$ cat src/rtl/uart_pkg.sv
// UART shared definitions: FSM state encoding and
// bit-period divider calculation, shared by TX and RX.
package uart_pkg;

  typedef enum logic [1:0] {
    IDLE  = 2'd0,
    START = 2'd1,
    DATA  = 2'd2,
    STOP  = 2'd3
  } uart_state_t;

  function automatic int calc_div(
    input int clk_hz,
    input int baud
  );
    return clk_hz / baud;
  endfunction

endpackage

$ cat src/rtl/sync_fifo.sv
// Synchronous FIFO, first-word fall-through.
// Power-of-two depth, pointers wrap naturally.
module sync_fifo #(
  parameter int WIDTH = 8,
  parameter int DEPTH = 8,
  localparam int AW = $clog2(DEPTH)
) (
  input  logic             clk,
  input  logic             rst,
  input  logic             push,
  input  logic             pop,
  input  logic [WIDTH-1:0] din,
  output logic [WIDTH-1:0] dout,
  output logic [AW:0]      count,
  output logic             full,
  output logic             empty
);

  localparam logic [AW:0] ONE = (AW+1)'(1);
  localparam logic [AW:0] CAP = (AW+1)'(DEPTH);
  localparam logic [AW-1:0] PONE = AW'(1);

  logic [WIDTH-1:0] r_mem [DEPTH];
  logic [AW-1:0]    r_wr;
  logic [AW-1:0]    r_rd;
  logic [AW:0]      r_count;
  logic             w_push;
  logic             w_pop;

  assign full   = (r_count == CAP);
  assign empty  = (r_count == '0);
  assign count  = r_count;
  assign dout   = r_mem[r_rd];
  assign w_push = push && !full;
  assign w_pop  = pop && !empty;

  // storage write; pushes during reset are dropped
  always_ff @(posedge clk) begin
    if (w_push && !rst) begin
      r_mem[r_wr] <= din;
    end
  end

  // pointer and occupancy bookkeeping
  always_ff @(posedge clk) begin
    if (rst) begin
      r_wr    <= '0;
      r_rd    <= '0;
      r_count <= '0;
    end else begin
      if (w_push) r_wr <= r_wr + PONE;
      if (w_pop)  r_rd <= r_rd + PONE;
      unique case ({w_push, w_pop})
        2'b10:   r_count <= r_count + ONE;
        2'b01:   r_count <= r_count - ONE;
        default: r_count <= r_count;
      endcase
    end
  end

endmodule

$ cat src/rtl/uart_tx_fifo.sv
// Buffered 8N1 UART transmitter. TxD is a
// flop lagging the FSM state by one cycle.
module uart_tx_fifo
  import uart_pkg::*;
#(
  parameter int CLK_HZ     = 50_000_000,
  parameter int BAUD       = 115200,
  parameter int FIFO_DEPTH = 8,
  localparam int AW = $clog2(FIFO_DEPTH)
) (
  input  logic        clk,
  input  logic        rst,
  input  logic [7:0]  tx_data,
  input  logic        tx_valid,
  output logic        tx_ready,
  output logic        TxD,
  output logic        busy,
  output logic [AW:0] fifo_count
);

  localparam int DIV = calc_div(CLK_HZ, BAUD);
  localparam int CW  = (DIV > 1) ? $clog2(DIV) : 1;
  localparam logic [CW-1:0] LAST = CW'(DIV - 1);
  localparam logic [CW-1:0] CONE = CW'(1);
  localparam logic [AW:0]   CAP  = (AW+1)'(FIFO_DEPTH);

  uart_state_t   r_state;
  logic [CW-1:0] r_cnt;
  logic [2:0]    r_idx;
  logic [7:0]    r_shift;
  logic          r_txd;
  logic [7:0]    w_head;
  logic          w_full;
  logic          w_empty;
  logic          w_last;
  logic          w_push;
  logic          w_pop;

  assign w_last   = (r_cnt == LAST);
  assign tx_ready = (fifo_count < CAP);
  assign w_push   = tx_valid && !w_full;
  assign w_pop    = !w_empty &&
                    ((r_state == IDLE) ||
                     (r_state == STOP && w_last));
  assign TxD      = r_txd;
  assign busy     = (r_state != IDLE) ||
                    (fifo_count != '0);

  sync_fifo #(
    .WIDTH (8),
    .DEPTH (FIFO_DEPTH)
  ) u_fifo (
    .clk   (clk),
    .rst   (rst),
    .push  (w_push),
    .pop   (w_pop),
    .din   (tx_data),
    .dout  (w_head),
    .count (fifo_count),
    .full  (w_full),
    .empty (w_empty)
  );

  // frame sequencer with registered line output
  always_ff @(posedge clk) begin
    if (rst) begin
      r_state <= IDLE;
      r_cnt   <= '0;
      r_idx   <= '0;
      r_shift <= '0;
      r_txd   <= 1'b1;
    end else begin
      unique case (r_state)
        IDLE: begin
          r_txd <= 1'b1;
          r_cnt <= '0;
          if (!w_empty) begin
            r_shift <= w_head;
            r_state <= START;
          end
        end
        START: begin
          r_txd <= 1'b0;
          if (w_last) begin
            r_cnt   <= '0;
            r_idx   <= '0;
            r_state <= DATA;
          end else begin
            r_cnt <= r_cnt + CONE;
          end
        end
        DATA: begin
          r_txd <= r_shift[r_idx];
          if (w_last) begin
            r_cnt <= '0;
            if (r_idx == 3'd7) begin
              r_state <= STOP;
            end else begin
              r_idx <= r_idx + 3'd1;
            end
          end else begin
            r_cnt <= r_cnt + CONE;
          end
        end
        STOP: begin
          r_txd <= 1'b1;
          if (w_last) begin
            r_cnt <= '0;
            if (!w_empty) begin
              r_shift <= w_head;
              r_state <= START;
            end else begin
              r_state <= IDLE;
            end
          end else begin
            r_cnt <= r_cnt + CONE;
          end
        end
        default: r_state <= IDLE;
      endcase
    end
  end

endmodule

$ cat config.mk
export PLATFORM = sky130hd
export DESIGN_NAME = uart_tx_fifo
export DESIGN_NICKNAME = d
export VERILOG_FILES = /design/src/rtl/uart_pkg.sv /design/src/rtl/sync_fifo.sv /design/src/rtl/uart_tx_fifo.sv
export SDC_FILE = /design/constraint.sdc
export NUM_CORES = 1
export LEC_CHECK = 0
export CAP_MARGIN = 20
export CORE_AREA = 2 2 93 95
export CTS_CLUSTER_DIAMETER = 150
export DETAILED_ROUTE_END_ITERATION = 10
export DIE_AREA = 0 0 95 97
export PLACE_DENSITY = 0.81
export SYNTH_ARGS = -nofsm -noshare
export SYNTH_HDL_FRONTEND = slang
export SYNTH_HIERARCHICAL = 1
export SYNTH_SLANG_ARGS = --single-unit
$ cat constraint.sdc
create_clock -name clk -period 4 [get_ports clk]
set_input_delay 1 -clock clk [delete_from_list [all_inputs] [get_ports clk]]
set_output_delay 1 -clock clk [all_outputs]
set_load 0.03 [all_outputs]
; Yosys cells after proc, flatten, opt, wreduce, memory -nomap -nowiden
; Memories as Yosys holds them, arrays and structs flattened. A register that Yosys moved wholly into a read port is not among the register bits.
; Index checks and enable logic that the tools add are counted.
[classes]
add_sub_neg = 6
n_mul = 0
div = 0
order_cmp = 2
eq_ne = 14
n_shift = 0
mux = 24
n_bitwise = 0
n_reduce_logical = 23
[op_table]
columns = op, count
row1 = $pmux W9 S2, 1
row2 = $mux W8, 2
row3 = $pmux W8 S2, 1
row4 = $mux W3, 5
row5 = $ne A2 B2 Y1 const B, 6
row6 = $mux W2, 5
row7 = $add A3 B1 Y3 const B, 3
row8 = $add A9 B1 Y9 const B, 1
row9 = $eq A9 B9 Y1 const B, 1
row10 = $mux W9, 1
row11 = $pmux W2 S4, 1
row12 = $pmux W4 S2, 1
row13 = $reduce_bool A2 Y1, 4
row14 = $eq A2 B2 Y1 const B, 3
row15 = $logic_and A1 B1 Y1, 6
row16 = $pmux W3 S2, 1
row17 = $reduce_and A5 Y1, 1
row18 = $add A4 B1 Y4 const B, 1
row19 = $eq A2 B1 Y1 const B, 2
row20 = $eq A4 B4 Y1 const B, 1
row21 = $logic_not A4 Y1, 1
row22 = $lt A3 B4 Y1 const B, 1
row23 = $lt A4 B4 Y1 const B, 1
row24 = $mux W1, 4
row25 = other kinds (12), 15
[word_totals]
register_bits = 33
latch_bits = 0
ramBits = 64
mem_bits_ro = 0
inputBits = 11
output_inout_bits = 7
wordCells = 78
mem_count = 1
[mem_list]
columns = name, depth, word_bits, read_ports, rd_clocked_by_memory_dff, write_ports, line_no
row1 = u_fifo.r_mem, 8, 8, 1, 1, 1, sync_fifo.sv:23  ; logic [WIDTH-1:0] r_mem [DEPTH];

; Depth between registers and ports, before layout
[logic_depth]
word_depth = 7
ltp_mapped = 15
mapped_depth_nobuf = 14

; By module
; Netlist, hierarchy kept.
[by_module_without_submodules]
columns = mod, instances, cells_each, area_each_um2, seq_area_each_um2
row1 = sync_fifo, 1, 168, 3124.2, 2182.1
row2 = uart_tx_fifo, 1, 138, 1272.5, 460.4

; Worst setup path before layout
; No wires, ideal clock.
[synth_timing]
kind = flip-flop to flip-flop
start = reg u_fifo.r_count[1], in the netlist u_fifo/count[1]
end = reg u_fifo.r_count[3], in the netlist u_fifo/count[3]
setup_time_ns = 0.070
t_arrival_ns = 2.809
required_time_ns = 3.930
setup_slack_ns = 1.121
path_stages_with_launch = 10
n_path_buf = 0
period_less_slack_ns = 2.879
path_cell_list = dfxtp_1 nor4_1 nor2_1 o41a_1 ha_1 ha_1 a21oi_1 a21oi_1 or4_1 a21oi_1
[synth_via]
elab_chain_len = 6
word_cells_on_any_way = 14
classes_between = 2 x add/sub / 3 x eq/ne / 1 x mux / 8 x reduce/logical
[synth_lines]
columns = item, line_no
row1 = start: declaration, sync_fifo.sv:26  ; logic [AW:0] r_count;
row2 = start signal: assignment, sync_fifo.sv:54  ; 2'b10: r_count <= r_count + ONE;
row3 = start signal: assignment, sync_fifo.sv:55  ; 2'b01: r_count <= r_count - ONE;
row4 = start signal: assignment, sync_fifo.sv:56  ; default: r_count <= r_count;
row5 = $logic_not A4 Y1 (*), sync_fifo.sv:31  ; assign empty = (r_count == '0);
row6 = named net w_empty, uart_tx_fifo.sv:34  ; logic w_empty;
row7 = $logic_not A1 Y1 (*), uart_tx_fifo.sv:42  ; assign w_pop = !w_empty &&
row8 = $logic_and A1 B1 Y1 (*), uart_tx_fifo.sv:42
row9 = named net w_pop, uart_tx_fifo.sv:37  ; logic w_pop;
row10 = $logic_and A1 B1 Y1 (*), sync_fifo.sv:35  ; assign w_pop = pop && !empty;
row11 = named net u_fifo.w_pop, sync_fifo.sv:28  ; logic w_pop;
row12 = $eq A2 B1 Y1 / $eq A2 B2 Y1 (equally long branches), sync_fifo.sv:53  ; unique case ({w_push, w_pop})
row13 = $pmux W4 S2 / $reduce_bool A2 Y1 (equally long branches), -
; Mark *: on every way through the listed nets, which the timed path passes. The rest lies on a longest branch.
; A chain may end at the register's enable or synchronous reset.

; Worst setup path in the final report
[layout_timing]
start = in tx_valid
end = reg u_fifo.r_count[3], in the netlist u_fifo/count[3]
[layout_via]
elab_chain_len = 4
word_cells_on_any_way = 6
classes_between = 2 x eq/ne / 1 x mux / 3 x reduce/logical
[layout_lines]
columns = item, line_no
row1 = start: declaration, uart_tx_fifo.sv:14  ; input logic tx_valid,
row2 = $logic_and A1 B1 Y1 (*), uart_tx_fifo.sv:41  ; assign w_push = tx_valid && !w_full;
row3 = named net w_push, uart_tx_fifo.sv:36  ; logic w_push;
row4 = $logic_and A1 B1 Y1 (*), sync_fifo.sv:34  ; assign w_push = push && !full;
row5 = $eq A2 B1 Y1 / $eq A2 B2 Y1 (equally long branches), sync_fifo.sv:53
row6 = $pmux W4 S2 / $reduce_bool A2 Y1 (equally long branches), -
; Marks and branches as above.

==> metrics.cfg <==
[worst_setup_path]
cp.arrival_ps=3400
path_delay_family=simple AND/OR/NAND/NOR gates
start_kind=input port
cp.required_ps=4320
r2r_slack_ps=1060
reg2reg_from=r_cnt[1]$_SDFF_PP0_
crit_fanout=7
slowest_stage=or4_1
path_buf_inv=1
crit_type=input port to register
end_kind=register
timing.rr.end=u_fifo/count[3]$_SDFFE_PP0P_
crit_chain=clkdlybuf4s50_1 > nor2b_1 > nand2_4 > ha_1 > ha_1 > a21oi_1 > a21oi_1 > or4_1 > a21oi_1
critical_path.max_stage_delay_ps=460
r2r_cells=13
cp_common_cell=a21oi_1

[status]
status=finished clean

[global_route]
grt_remaining_overflow=0
grt_use_total=0.1722
first_global_vias=2367
grt_max_degree=36
grt_pass1_wl_um=11840
antenna_found_initial=0

[floorplan]
core_area_um2=8134
die_area_um2=9215
die_h_um=97
initial_core_util=0.5405
io_pins=18
rows=33
die_x_um=95

[logic_synthesis]
synth_edf_count=64
ys_seq_area_frac=0.6010
syn-cell-area_um2=4397
synth_area_per_cell_um2=14.37
ys.flop_type=edfxtp_1
yosysWarnings=6
synthArstFlopShare=0
synth_cell_type_count=49
synth_nets=332
yosys_register_bits=100
synthCells=306

[placed_design]
dp_hpwl_um=4768
gp_congestion=0.7857
placement.cell_area_um2=4678
dp_cells=424
portBuffers=17

[sta]
final_hold_viol_count=0
min_period_over_period=0.7697
maxSlewViolCount=0
fin_setup_tns_ps=0
tightest_slew_ps=891.5
clock.fmax_mhz=324.8
final.min_clock_period_ps=3079
setup_viol=0
worst_slew_margin_rel=0.4048
clock_skew_ps=12.29
rsz0062_at_grt=no
holdWs_ps=482.0

[route]
firstDrtPassIters=4
num_vias=2448
drc=0
totalWireLength_um=7273
ant_nets=0
viasPerCell=5.564
drt_iter0_markers=106
avgRoutedWirePerCell_um=16.53

[clock_tree]
cts_setup_buffers=0
clock_path_buffers=2
clkSinkCount=100
cts_tree=yes
clockRootBuffer=clkbuf_8
cts_buffers=9
cts_max_level=3
post_cts_resized=0
hold_buffers=0
clk_pin_slew_ps=110
clkLatencyLatePin_ps=380

[pwr]
leakage_nw=1.660
powerDensity_nw_per_um2=576.1
peakVddDrop_mv=0.3252

[layout]
fin_area_um2=4886
fillers=610
stdcell_count=440
syn_to_final_growth_pct=11.13
mostFrequentLayoutCell=edfxtp_1
drive_gt1_frac=0.1254
fin_nets=356
final_cell_mix=64 x edfxtp_1, 36 x dfxtp_1, 29 x nor2_1, 18 x nand2b_1, 17 x clkdlybuf4s50_1
diodes=0

[hold_path]
hold_start=r_shift[6]$_SDFFE_PP0P_
hold_depth=2
hold_end=r_shift[6]$_SDFFE_PP0P_
min_path_type=register to register

[flow_run]
drv_cap=0

[registers in the layout, summed over array words and instances, names as in the netlist, named ones only]
| register | cells |
|---|---|
| r_cnt | 9 |
| u_fifo/r_mem | 64 |
| TxD | 1 |
| u_fifo/r_rd | 3 |
| u_fifo/r_wr | 3 |
| r_idx | 3 |
| u_fifo/count | 4 |
| r_state | 2 |
| r_shift | 8 |
[worst min-delay path, delay by kind of cell (launching register included)]
| family | cells | cell delay [ps] |
|---|---|---|
| flops | 1 | 330 |
| simple gates | 1 | 60 |
| mux | 1 | 60 |
[worst max-delay path by stage]
stage / cells past startpoint / slack (ps) / to / start
after floorplan: 9 / 1120 / u_fifo/count[3]$_SDFFE_PP0P_ / u_fifo/count[1]$_SDFFE_PP0P_
after global routing: 9 / 700 / u_fifo/count[3]$_SDFFE_PP0P_ / tx_valid
after global placement: 9 / 620 / u_fifo/count[3]$_SDFFE_PP0P_ / tx_valid
after detailed placement: 9 / 530 / u_fifo/count[3]$_SDFFE_PP0P_ / tx_valid
after CTS: 9 / 930 / u_fifo/count[3]$_SDFFE_PP0P_ / tx_valid
final: 9 / 920 / u_fifo/count[3]$_SDFFE_PP0P_ / tx_valid
[kinds of logic after synthesis]
logic type,synth area share
flip-flops,0.6010
adder cells (fa/ha/maj),0.04439
multiplexers,0.1477
buffers and inverters,0.03073
AND/OR/NAND/NOR,0.1153
AO/OA/AOI/OAI,0.03501
XOR/XNOR,0.02590
[through the flow]
step	utilization	total power [mW]	setup slack, ps
floorplan	-	1.976	1121
global placement	0.5751	2.161	623.3
detailed placement	0.5751	2.184	533.7
CTS	0.6007	2.831	929.0
global route	0.6007	2.974	700.9
finish	0.6007	2.815	921.2
[routing by layer]
layer  vias up  global-route usage  wire, um
met1      1205              0.2261      3279
met5         -                   0         0
li1       1188                   -         -
met4         0             0.04682        87
met3        12             0.05530       278
met2        43              0.2761      3627
[power by group]
| part | total (mW) | switching (mW) | leakage (nW) | internal, mW |
|---|---|---|---|---|
| clock network | 0.654 | 0.401 | 0.105 | 0.253 |
| registers | 1.32 | 0.118 | 0.871 | 1.20 |
| logic | 0.840 | 0.432 | 0.684 | 0.407 |
| total | 2.81 | 0.952 | 1.66 | 1.86 |
[synth_stat cells, types with 2 or more instances]
cell,instances,area share
nor3_1,6,0.0068
nor4_1,3,0.0043
xnor2_1,7,0.014
clkbuf_1,5,0.0043
dfxtp_1,36,0.16
nor2_1,29,0.025
mux2_2,8,0.020
or4_1,2,0.0034
buf_2,2,0.0023
ha_1,14,0.040
a21oi_1,11,0.013
nand3_1,9,0.010
nand4_1,3,0.0043
inv_1,13,0.011
nand2_1,10,0.0085
nand2b_1,18,0.026
mux4_2,2,0.010
xor2_1,6,0.012
edfxtp_1,64,0.44
buf_6,3,0.0077
mux2i_1,12,0.027
nor2b_1,2,0.0028
mux4_1,15,0.090
[area by class of cell]
class / count / area (um2) / area share
flip-flops and latches: 100 / 2643 / 0.5408
multi-input cells: 181 / 1625 / 0.3327
repair buffers: 25 / 230.2 / 0.04712
well taps: 105 / 131.4 / 0.02689
clock buffers: 9 / 123.9 / 0.02535
clock inverters: 7 / 83.83 / 0.01716
inverters: 13 / 48.80 / 0.009987
(Power assumes the default switching activity.)
